--- src/rtl/seg_scan_if.sv ---
// Display-side bundle for seg_scan_drv: nibble/dp load inputs, live mode controls, and active-low pin outputs.
// master = the datapath/testbench driving the inputs; slave = the scan driver.
interface seg_scan_if #(
  parameter int NUM_DIGITS = 4
);
  logic [4*NUM_DIGITS-1:0] value;
  logic                    load;
  logic [NUM_DIGITS-1:0]   dp_in;
  logic                    hex_mode;
  logic                    blank_lz;
  logic [6:0]              seg_n;
  logic                    dp_n;
  logic [NUM_DIGITS-1:0]   an_n;

  modport master (
    output value, load, dp_in, hex_mode, blank_lz,
    input  seg_n, dp_n, an_n
  );

  modport slave (
    input  value, load, dp_in, hex_mode, blank_lz,
    output seg_n, dp_n, an_n
  );
endinterface

--- src/rtl/seg_scan_drv.sv ---
// Scans a shadowed nibble vector across NUM_DIGITS common-anode digits, with a blanking gap at the start of each slot.
// Pins are registered (1-cycle latency); there is no backpressure, and a load may come on any cycle.
module seg_scan_drv #(
  parameter int NUM_DIGITS  = 4,
  parameter int REFRESH_DIV = 50000,
  parameter int BLANK_CYC   = 16
) (
  input logic       clk,
  input logic       rst_n,
  seg_scan_if.slave bus
);
  localparam int CW = $clog2(REFRESH_DIV);
  localparam int IW = (NUM_DIGITS > 1) ? $clog2(NUM_DIGITS) : 1;
  localparam int VW = 4 * NUM_DIGITS;
  localparam logic [CW-1:0] CNT_MAX = CW'(REFRESH_DIV - 1);
  localparam logic [IW-1:0] IDX_MAX = IW'(NUM_DIGITS - 1);
  localparam logic [31:0]   BLANK_W = BLANK_CYC;

  logic [CW-1:0]         cnt_q, cnt_d;
  logic [IW-1:0]         idx_q, idx_d;
  logic [VW-1:0]         pend_val_q, pend_val_d;
  logic [NUM_DIGITS-1:0] pend_dp_q, pend_dp_d;
  logic [VW-1:0]         act_val_q, act_val_d;
  logic [NUM_DIGITS-1:0] act_dp_q, act_dp_d;
  logic [6:0]            seg_n_q, seg_n_d;
  logic                  dp_n_q, dp_n_d;
  logic [NUM_DIGITS-1:0] an_n_q, an_n_d;

  logic       wrap;
  logic       blank;
  logic       all_zero;
  logic       lz_blank;
  logic [3:0] cur_nib;
  logic       cur_dp;
  logic [31:0] cnt_ext;

  function automatic logic [6:0] decode(input logic [3:0] nib, input logic hex);
    logic [6:0] s;
    case (nib)
      4'h0: s = 7'b0000001;
      4'h1: s = 7'b1001111;
      4'h2: s = 7'b0010010;
      4'h3: s = 7'b0000110;
      4'h4: s = 7'b1001100;
      4'h5: s = 7'b0100100;
      4'h6: s = 7'b0100000;
      4'h7: s = 7'b0001111;
      4'h8: s = 7'b0000000;
      4'h9: s = 7'b0000100;
      4'hA: s = hex ? 7'b0001000 : 7'b1111110;
      4'hB: s = hex ? 7'b1100000 : 7'b1111110;
      4'hC: s = hex ? 7'b0110001 : 7'b1111110;
      4'hD: s = hex ? 7'b1000010 : 7'b1111110;
      4'hE: s = hex ? 7'b0110000 : 7'b1111110;
      default: s = hex ? 7'b0111000 : 7'b1111110;
    endcase
    return s;
  endfunction

  // Slot timing and shadow registers: act only ever changes on a slot boundary.
  always_comb begin
    wrap       = (cnt_q == CNT_MAX);
    cnt_d      = wrap ? '0 : cnt_q + 1'b1;
    idx_d      = idx_q;
    if (wrap) begin
      idx_d = (idx_q == IDX_MAX) ? '0 : idx_q + 1'b1;
    end
    pend_val_d = bus.load ? bus.value : pend_val_q;
    pend_dp_d  = bus.load ? bus.dp_in : pend_dp_q;
    act_val_d  = act_val_q;
    act_dp_d   = act_dp_q;
    if (wrap) begin
      act_val_d = bus.load ? bus.value : pend_val_q;
      act_dp_d  = bus.load ? bus.dp_in : pend_dp_q;
    end
  end

  // Digit select and leading-zero detection walk from the most significant digit down.
  always_comb begin
    cnt_ext  = 32'(cnt_q);
    blank    = (cnt_ext < BLANK_W);
    all_zero = 1'b1;
    lz_blank = 1'b0;
    cur_nib  = 4'h0;
    cur_dp   = 1'b0;
    an_n_d   = '1;
    for (int i = NUM_DIGITS - 1; i >= 0; i--) begin
      all_zero = all_zero && (act_val_q[4*i +: 4] == 4'h0);
      if (IW'(i) == idx_q) begin
        cur_nib  = act_val_q[4*i +: 4];
        cur_dp   = act_dp_q[i];
        lz_blank = bus.blank_lz && (i != 0) && all_zero;
        an_n_d[i] = blank;
      end
    end
    seg_n_d = 7'h7F;
    dp_n_d  = 1'b1;
    if (!blank) begin
      seg_n_d = lz_blank ? 7'h7F : decode(cur_nib, bus.hex_mode);
      dp_n_d  = ~cur_dp;
    end
  end

  always_ff @(posedge clk or negedge rst_n) begin
    if (!rst_n) begin
      cnt_q      <= '0;
      idx_q      <= '0;
      pend_val_q <= '0;
      pend_dp_q  <= '0;
      act_val_q  <= '0;
      act_dp_q   <= '0;
      seg_n_q    <= 7'h7F;
      dp_n_q     <= 1'b1;
      an_n_q     <= '1;
    end else begin
      cnt_q      <= cnt_d;
      idx_q      <= idx_d;
      pend_val_q <= pend_val_d;
      pend_dp_q  <= pend_dp_d;
      act_val_q  <= act_val_d;
      act_dp_q   <= act_dp_d;
      seg_n_q    <= seg_n_d;
      dp_n_q     <= dp_n_d;
      an_n_q     <= an_n_d;
    end
  end

  assign bus.seg_n = seg_n_q;
  assign bus.dp_n  = dp_n_q;
  assign bus.an_n  = an_n_q;
endmodule

--- src/flat_wrapper.sv ---
// flat-port wrapper written by rule: the top's interface ports become plain ports
module seg_scan_drv_flat 
#(
  parameter int NUM_DIGITS  = 4,
  parameter int REFRESH_DIV = 50000,
  parameter int BLANK_CYC   = 16
)
  (clk, rst_n, bus_value, bus_load, bus_dp_in, bus_hex_mode, bus_blank_lz, bus_seg_n, bus_dp_n, bus_an_n);
  seg_scan_if #(.NUM_DIGITS(NUM_DIGITS)) bus_i ();
  input logic clk;
  input logic rst_n;
  input wire logic [$bits(bus_i.value)-1:0] bus_value;
  input wire logic [$bits(bus_i.load)-1:0] bus_load;
  input wire logic [$bits(bus_i.dp_in)-1:0] bus_dp_in;
  input wire logic [$bits(bus_i.hex_mode)-1:0] bus_hex_mode;
  input wire logic [$bits(bus_i.blank_lz)-1:0] bus_blank_lz;
  output wire logic [$bits(bus_i.seg_n)-1:0] bus_seg_n;
  output wire logic [$bits(bus_i.dp_n)-1:0] bus_dp_n;
  output wire logic [$bits(bus_i.an_n)-1:0] bus_an_n;
  assign bus_i.value = bus_value;
  assign bus_i.load = bus_load;
  assign bus_i.dp_in = bus_dp_in;
  assign bus_i.hex_mode = bus_hex_mode;
  assign bus_i.blank_lz = bus_blank_lz;
  assign bus_seg_n = bus_i.seg_n;
  assign bus_dp_n = bus_i.dp_n;
  assign bus_an_n = bus_i.an_n;
  seg_scan_drv #(.NUM_DIGITS(NUM_DIGITS), .REFRESH_DIV(REFRESH_DIV), .BLANK_CYC(BLANK_CYC)) u_core (.clk(clk), .rst_n(rst_n), .bus(bus_i));
endmodule
--- config.mk ---
export PLATFORM = sky130hd
export DESIGN_NAME = seg_scan_drv_flat
export DESIGN_NICKNAME = d
export VERILOG_FILES = /design/src/rtl/seg_scan_if.sv /design/src/rtl/seg_scan_drv.sv /design/src/flat_wrapper.sv
export SDC_FILE = /design/constraint.sdc
export NUM_CORES = 1
export LEC_CHECK = 0
export BUFFER_PORTS_ARGS = -buffer_cell sky130_fd_sc_hd__buf_2
export CAP_MARGIN = 40
export CORE_UTILIZATION = 45
export DETAILED_ROUTE_END_ITERATION = 8
export RECOVER_POWER = 50
export SLEW_MARGIN = 20
export SYNTH_ARGS = -nofsm -noshare
export SYNTH_HDL_FRONTEND = slang
export SYNTH_SLANG_ARGS = --single-unit
--- constraint.sdc ---
create_clock -name clk -period 6 [get_ports clk]
set_input_delay 0.3 -clock clk [delete_from_list [all_inputs] [get_ports clk]]
set_output_delay 0.3 -clock clk [all_outputs]
set_load 0.05 [all_outputs]
# After elaboration in Yosys (flattened, before gate mapping)
# Index checks and enable logic that the tools add are counted.
# word_totals
reg_bits,70
# op_classes
add_sub_neg,2
order_cmp,1
n_eq_ne,19
muxes,30
bitwise_logic,1
n_reduce_logical,10
# ops
operator,n
one-hot mux 7 bit (15 select lines),1
two-way mux 7 bit,6
two-way mux 16 bit,2
"equality test 4 bit, second input constant",7
two-way mux 4 bit,5
"adder 16 x 1 -> 16 bit, second input constant",1
"equality test 16 bit, second input constant",1
"equality test 4 x 3 -> 1 bit, second input constant",4
logical NOT 4 bit,4
"< comparator 16 x 5 -> 1 bit, second input constant",1
two-way mux 1 bit,13
"equality test 4 x 2 -> 1 bit, second input constant",2
two-way mux 6 bit,1
logical AND 1 bit,5
two-way mux 5 bit,1
"equality test 2 bit, first input constant",2
"equality test 4 x 1 -> 1 bit, second input constant",1
"adder 2 x 1 -> 2 bit, second input constant",1
"equality test 1 x 2 -> 1 bit, first input constant",1
"equality test 2 bit, second input constant",1
logical NOT 2 bit,1
two-way mux 2 bit,1
NOT 1 bit,1

# Longest topological paths before layout
# Gate-level depths: netlist of run 1.
# logic_depth
depth_word,9
ltp_mapped,9
depth_no_buf,7

# Worst setup path before layout of run 1
# OpenSTA, ideal clock, no wires.
# synth_timing
kind,register -> register
startpoint,register u_core.cnt_q[13]
endpoint,register u_core.act_val_q[10]
t_arrival_ns,1.860
required_time_ns,5.875
setup_slack_ns,4.015
path_stages_with_launch,7
synth_period_minus_slack_ns,1.985
cell_sequence,dfrtp_1 -> or4_1 -> nor4_2 -> and3_1 -> buf_6 -> buf_12 -> mux2_4
# synth_via
elab_chain_len,1
# synth_lines
element,line_no,rtl
from (decl),seg_scan_drv.sv:19,"logic [CW-1:0] cnt_q, cnt_d;"
from (signal assigned),seg_scan_drv.sv:116,cnt_q <= cnt_d;
equality test 16 bit,seg_scan_drv.sv:62,wrap = (cnt_q == CNT_MAX);
to (signal assigned),seg_scan_drv.sv:120,act_val_q <= act_val_d;
to (decl),seg_scan_drv.sv:23,"logic [VW-1:0] act_val_q, act_val_d;"
# No other way between the ends.
# A chain may end at the register's enable or synchronous reset.

# Worst setup path in the final report of run 1
# layout_timing
startpoint,register u_core.cnt_q[7]
endpoint,register u_core.act_val_q[0]
# Same word-level chain as after synthesis.

==> results of run 1 <==
## cell usage after synthesis (all sizes together), types with 2 or more instances
| master | n | share of area, % |
|---|---|---|
| nor3b | 3 | 0.68 |
| and2 | 2 | 0.38 |
| nor3 | 6 | 0.91 |
| a21boi | 3 | 0.68 |
| xnor2 | 10 | 2.6 |
| nand3 | 10 | 1.5 |
| clkbuf | 4 | 0.45 |
| nand3b | 3 | 0.68 |
| mux2 | 40 | 16 |
| xor2 | 5 | 1.3 |
| nor4 | 4 | 0.95 |
| o21ai | 8 | 1.2 |
| a21oi | 7 | 1.1 |
| buf | 8 | 2.3 |
| a211oi | 5 | 1.5 |
| o31ai | 2 | 0.45 |
| nor2 | 12 | 1.4 |
| nand4 | 3 | 0.57 |
| inv | 4 | 0.45 |
| nor2b | 6 | 1.1 |
| o211ai | 2 | 0.61 |
| nand2 | 20 | 2.3 |
| and3 | 4 | 0.76 |
| o22ai | 2 | 0.38 |
| ha | 5 | 1.9 |
| dfrtp | 58 | 44 |
| a211o | 5 | 1.3 |
| dfstp | 12 | 9.5 |
## worst max path at each step
stage / start / end / slack, ps / cells after the start
after detailed placement: u_core.cnt_q[7]$_DFF_PN0_ / u_core.act_val_q[0]$_DFFE_PN0N_ / 3620 / 5
after CTS: u_core.cnt_q[7]$_DFF_PN0_ / u_core.act_val_q[0]$_DFFE_PN0N_ / 3620 / 5
after global placement: u_core.idx_q[0]$_DFFE_PN0N_ / u_core.bus.seg_n[1]$_DFF_PN1_ / 3650 / 6
final: u_core.cnt_q[7]$_DFF_PN0_ / u_core.act_val_q[0]$_DFFE_PN0N_ / 3620 / 5
after global routing: u_core.cnt_q[7]$_DFF_PN0_ / u_core.act_val_q[0]$_DFFE_PN0N_ / 3470 / 5
after floorplan: u_core.cnt_q[13]$_DFF_PN0_ / u_core.act_val_q[10]$_DFFE_PN0N_ / 4010 / 6
## placed cells by master (no fill, tap or decap), types with 2 or more instances in the layout
| master | synthesis | routed |
|---|---|---|
| o31ai_1 | 2 | 2 |
| mux2_1 | 0 | 12 |
| and3_1 | 4 | 4 |
| inv_1 | 4 | 4 |
| dfstp_2 | 12 | 12 |
| clkinv_2 | 0 | 3 |
| ha_1 | 5 | 5 |
| nor3_1 | 6 | 6 |
| xnor2_1 | 10 | 10 |
| nand3_1 | 10 | 10 |
| xor2_1 | 5 | 5 |
| nand3b_1 | 3 | 3 |
| o22ai_1 | 2 | 2 |
| and2_1 | 2 | 2 |
| nor4_1 | 3 | 3 |
| nor2_1 | 12 | 12 |
| dfrtp_1 | 58 | 58 |
| clkbuf_1 | 4 | 6 |
| clkbuf_8 | 0 | 9 |
| a21oi_1 | 7 | 7 |
| mux2_4 | 19 | 19 |
| a211oi_1 | 4 | 4 |
| mux2_2 | 21 | 9 |
| nor3b_1 | 3 | 3 |
| nand4_1 | 3 | 3 |
| nand2_1 | 20 | 20 |
| a21boi_0 | 3 | 3 |
| nor2b_1 | 6 | 6 |
| buf_2 | 5 | 36 |
| o21ai_0 | 7 | 7 |
| a211o_1 | 5 | 5 |
## per-layer routing
layer  routed length [um]  global-route usage [%]  part of all wire [%]
met3                  188                    4.34                   3.2
met5                    0                       0                     0
met1                 2960                    25.3                    50
met2                 2590                    26.7                    44
met4                  126                    9.39                   2.1
## area by class of cell
class,instances,area [sq um]
multi-input combinational,180,1430
tap,96,120
sequential,70,1770
fill,630,3220
clock inverter,3,15.0
timing repair buffer,41,233
inverter,4,15.0
clock buffer,13,139
## flip-flops by register name, summed over array words and instances, names as in the netlist
name	cells
u_core.act_val_q	16
u_core.cnt_q	16
u_core.pend_val_q	16
u_core.bus.seg_n	7
u_core.act_dp_q	4
u_core.bus.an_n	4
u_core.pend_dp_q	4
u_core.idx_q	2
u_core.bus.dp_n	1
## critical path, delay by kind of cell (launching register included)
| kind | cells | cell delay (ps) |
|---|---|---|
| buffers and inverters | 1 | 410 |
| flip-flops | 1 | 430 |
| multiplexers | 1 | 390 |
| AND/OR/NAND/NOR | 3 | 1040 |
## power breakdown
group	switching, W	total (W)	internal (W)
combinational	0.0000214	0.0000402	0.0000188
clock	0.000163	0.000311	0.000149
sequential	0.00000291	0.000488	0.000485
## cells by family (layout without fill, tap and decap cells)
logic type | count (synthesis) | after routing | synth area share, %
simple gates | 80 | 80 | 12.9
mux | 40 | 40 | 15.8
buf+inv | 16 | 61 | 3.22
fa+ha+maj | 5 | 5 | 1.89
compound gates | 40 | 40 | 8.78
flops | 70 | 70 | 53.4
xor+xnor | 15 | 15 | 3.97
## metrics by stage
step / worst slack (ps) / utilization, % / power, W / hold slack [ps]
after detailed placement: 3620 / 51.2 / 0.000541 / 285
final: 3620 / 53.6 / 0.000840 / 195
after floorplan: 4010 / - / 0.000516 / 4.41
after global placement: 3650 / 50.8 / 0.000537 / 481
after global routing: 3470 / 53.6 / 0.000882 / 193
after CTS: 3620 / 53.6 / 0.000857 / 191
## timing repair
action                    in CTS  in global routing
setup buffers                  0                  0
hold endpoints to repair      18                  0
hold buffers                   1                  0
==> impl_metrics.tcl, run 1 <==
set metrics [dict create \
    grt_max_degree 52 \
    grt_pass1_wl_um 10400 \
    crit_arrival_ps 2610 \
    hold_end "u_core.pend_dp_q[2]$_DFF_PN0_" \
    min_period_ps 2380 \
    via_per_inst 5.09 \
    hold_depth 2 \
    nets 336 \
    syn2layout_area_growth_pct 12.6 \
    tightest_slew_ps 1190 \
    dpl-instance-area_sq_mm 0.00356 \
    stdcell_count 407 \
    tns_ps 0 \
    slowest_stage "or4_1" \
    worstSetupPathType "reg -> reg" \
    numPlacedInstances 389 \
    drt-pass1-iter-count 4 \
    setup_viol 0 \
    clock_sinks 70 \
    dpl.hpwl_um 4140 \
    die_w_um 87.7 \
    cts-root-buf "clkbuf_8" \
    crit_chain "or4_1, nor4_2, and3_1, buf_4, mux2_2" \
    synth_edf_count 0 \
    syn_nets 296 \
    vdd_drop_max_v 0.000131 \
    hold_path_class "in -> reg" \
    end_kind "flip-flop" \
    yosys_register_bits 70 \
    htreeDepth 3 \
    synth_area_per_cell_sq_um 12.4 \
    grt_usage_pct 18.3 \
    maxSlewHeadroom_pct 20.7 \
    slowest_delay_ps 530 \
    syn_area_sq_mm 0.00331 \
    antenna_found_initial 0 \
    max_freq_mhz 420 \
    synthCells 266 \
    crit_fanout 28 \
    cts_resized 0 \
    synth_ff_type "dfrtp_1" \
    critPathLaunchType "flip-flop" \
    worstSkewPairLatency_ps 340 \
    timing.rr.end "u_core.act_val_q[0]$_DFFE_PN0N_" \
    drv_cap 0 \
    final_max_slew_viol_count 0 \
    gr-total-overflow 0 \
    power_density_mw_per_mm2 226 \
    routed_wl_um 5860 \
    hold_viol_final 0 \
    r2r-start "u_core.cnt_q[7]$_DFF_PN0_" \
    reg2reg_slack_ps 3620 \
    cts_buffers 9 \
    ant_nets 0 \
    place.gp.congestion 0.796 \
    diodes 0 \
    clk_pin_slew_ps 70 \
    hp-start "bus_dp_in[2]" \
    synth-async-reset-ratio_pct 100 \
    port_buffers 36 \
    design_area_sq_mm 0.00372 \
    cts_tree "built" \
    rsz0062_at_grt "false" \
    num_vias 2070 \
    dr.first_iter.drc_count 73 \
    num_rows 30 \
    min_period_over_period_pct 39.7 \
    drive_gt1_share_pct 30.5 \
    grt_pass1_vias 2054 \
    synth_cell_type_count 48 \
    leakagePower_nw 1.64 \
    cts.path.max_buffers 2 \
    core_sq_mm 0.00694 \
    worstPathRequired_ps 6230 \
    outcome "finished clean" \
    synth_seq_area_share_pct 53.4 \
    die_area_sq_mm 0.00769 \
    rr_worst_depth 5 \
    yosysWarnings 0 \
    finalClockSkew_ps 7.53 \
    fp.dieH_um 87.7 \
    start_util_pct 47.6 \
    ios 37 \
    wl_per_cell_um 14.4 \
    drc 0 \
]
Note: power is estimated with default switching activity, not from simulation.
==> run 2, diff against run 1 <==
Settings changed: PLACE_DENSITY set to 0.66.
Clock period 6 ns to 2.1 ns, I/O delays scaled along.
==> impl_metrics.tcl, run 2 (synthesis results as in run 1) <==
set metrics [dict create \
    multi_input_area_sq_mm 0.00148 \
    vdd_drop_max_v 0.000529 \
    final_common_cell "dfrtp_1" \
    worstSetupPathType "reg -> reg" \
    num_rows 30 \
    tightest_slew_ps 1520 \
    power_density_mw_per_mm2 672 \
    crit_chain "buf_4, ha_2, buf_4, nor3b_2, a211o_1, buf_4, nor3_1, o21ai_0, nand3_1" \
    drive_gt1_share_pct 39.1 \
    power.total_w 0.00276 \
    worstSkewPairLatency_ps 350 \
    worstPathRequired_ps 2390 \
    clk_pin_slew_ps 70 \
    drt-pass1-iter-count 4 \
    final_max_slew_viol_count 30 \
    grt_pass1_vias 2251 \
    nets 368 \
    ant_nets 0 \
    fp.dieH_um 87.7 \
    antenna_found_initial 0 \
    drc 0 \
    drv_cap 1 \
    start_util_pct 47.6 \
    via_per_inst 5.13 \
    port_buffers 36 \
    routed_wl_um 6360 \
    cp_num_buf_inv 3 \
    max_freq_mhz 492 \
    cts-root-buf "clkbuf_8" \
    gr-total-overflow 0 \
    wl_per_cell_um 14.5 \
    ios 37 \
    htreeDepth 3 \
    cts_tree "built" \
    crit_arrival_ps 2320 \
    regArea_sq_mm 0.00177 \
    syn2layout_area_growth_pct 24.4 \
    setup_viol 0 \
    critPathLaunchType "flip-flop" \
    rsz0062_at_grt "true" \
    core_sq_mm 0.00694 \
    worst_slack_ps 68.7 \
    violations "max-capacitance violations, max-slew violations" \
    crit_top_cell "buf_4" \
    clock_sinks 70 \
    crit_fanout 9 \
    crit_family "buffers and inverters" \
    dr.first_iter.drc_count 42 \
    dpl.hpwl_um 4460 \
    finalClockSkew_ps 11.6 \
    maxSlewHeadroom_pct -1.35 \
    layout_common_cells "58 x dfrtp_1, 35 x buf_2, 24 x buf_4, 20 x nand2_1, 19 x mux2_4" \
    grt_max_degree 43 \
    num_vias 2251 \
    place.gp.congestion 0.831 \
    reg.largest.list "u_core.act_val_q x16, u_core.cnt_q x16, u_core.pend_val_q x16" \
    hold_path_class "in -> reg" \
    end_kind "flip-flop" \
    outcome "complete, but fails checks" \
    grt_pass1_wl_um 10800 \
    diodes 0 \
    slowest_delay_ps 370 \
    post-place-ws_ps -81.5 \
    slowest_stage "dfrtp_1" \
    cts.path.max_buffers 2 \
    die_area_sq_mm 0.00769 \
    grt_usage_pct 18.8 \
    leakagePower_nw 1.83 \
    cts_buffers 9 \
    die_w_um 87.7 \
    fill_cells 571 \
    min_period_ps 2030 \
    min_period_over_period_pct 96.7 \
    hold_viol_final 0 \
]
[run 2: cell type report]
class / count / share of cell area [%]
inverters: 4 / 0.365
repair buffers: 73 / 12.2
multi-input cells: 180 / 35.9
well taps: 96 / 2.92
clock buffers: 13 / 4.11
flip-flops and latches: 70 / 43.0
clock inverters: 3 / 1.58
[run 2: per-stage QoR]
| step | setup TNS, ps | utilization [%] | hold slack [ps] | instance area [sq um] | cells |
|---|---|---|---|---|---|
| after detailed placement | -372 | 53.5 | 172 | 3710 | 409 |
| final | 0 | 59.2 | 11.8 | 4110 | 439 |
| after global placement | -53.7 | 53.5 | 167 | 3710 | 409 |
| after floorplan | 0 | - | -191 | 3310 | 266 |
| after global routing | -132 | 59.2 | 6.46 | 4110 | 439 |
| after CTS | 0 | 58.7 | 0.909 | 4080 | 437 |
[run 2: path summary, 6_finish.rpt]
path / startpoint / endpoint / slack, ps / cells past startpoint
worst max-delay path: u_core.idx_q[0]$_DFFE_PN0N_ / u_core.bus.seg_n[0]$_DFF_PN1_ / 70 / 9
worst min-delay path: bus_value[2] / u_core.pend_val_q[2]$_DFF_PN0_ / 10 / 2
worst max register to register: u_core.idx_q[0]$_DFFE_PN0N_ / u_core.bus.seg_n[0]$_DFF_PN1_ / 70 / 9
worst min register to register: u_core.cnt_q[0]$_DFF_PN0_ / u_core.cnt_q[0]$_DFF_PN0_ / 480 / 1
max in group asynchronous: rst_n / u_core.bus.an_n[1]$_DFF_PN1_ / 370 / 3
min in group asynchronous: rst_n / u_core.pend_val_q[6]$_DFF_PN0_ / 650 / 2
[run 2: what timing repair did]
action,4_1_cts,5_1_grt
pin swaps,2,4
endpoints found under the hold margin,28,0
gates resized for setup,4,13
hold buffers,11,0
setup endpoints to repair,7,24
gates cloned,0,0
buffers inserted,1,2
[run 2: report_power, final]
group | switching, W | total (W) | internal (W)
Combinational | 0.0000633 | 0.000126 | 0.0000629
Sequential | 0.00000830 | 0.00140 | 0.00139
Clock | 0.000477 | 0.00124 | 0.000765
Total | 0.000549 | 0.00276 | 0.00221
[run 2: layer usage]
metal / up-vias / part of all wire [%] / track usage [%]
met5: - / 0 / 0
met4: 0 / 1.2 / 5.37
met3: 8 / 3.9 / 5.94
met2: 40 / 47 / 30.1
met1: 1108 / 47 / 24.5
li1: 1095 / - / -
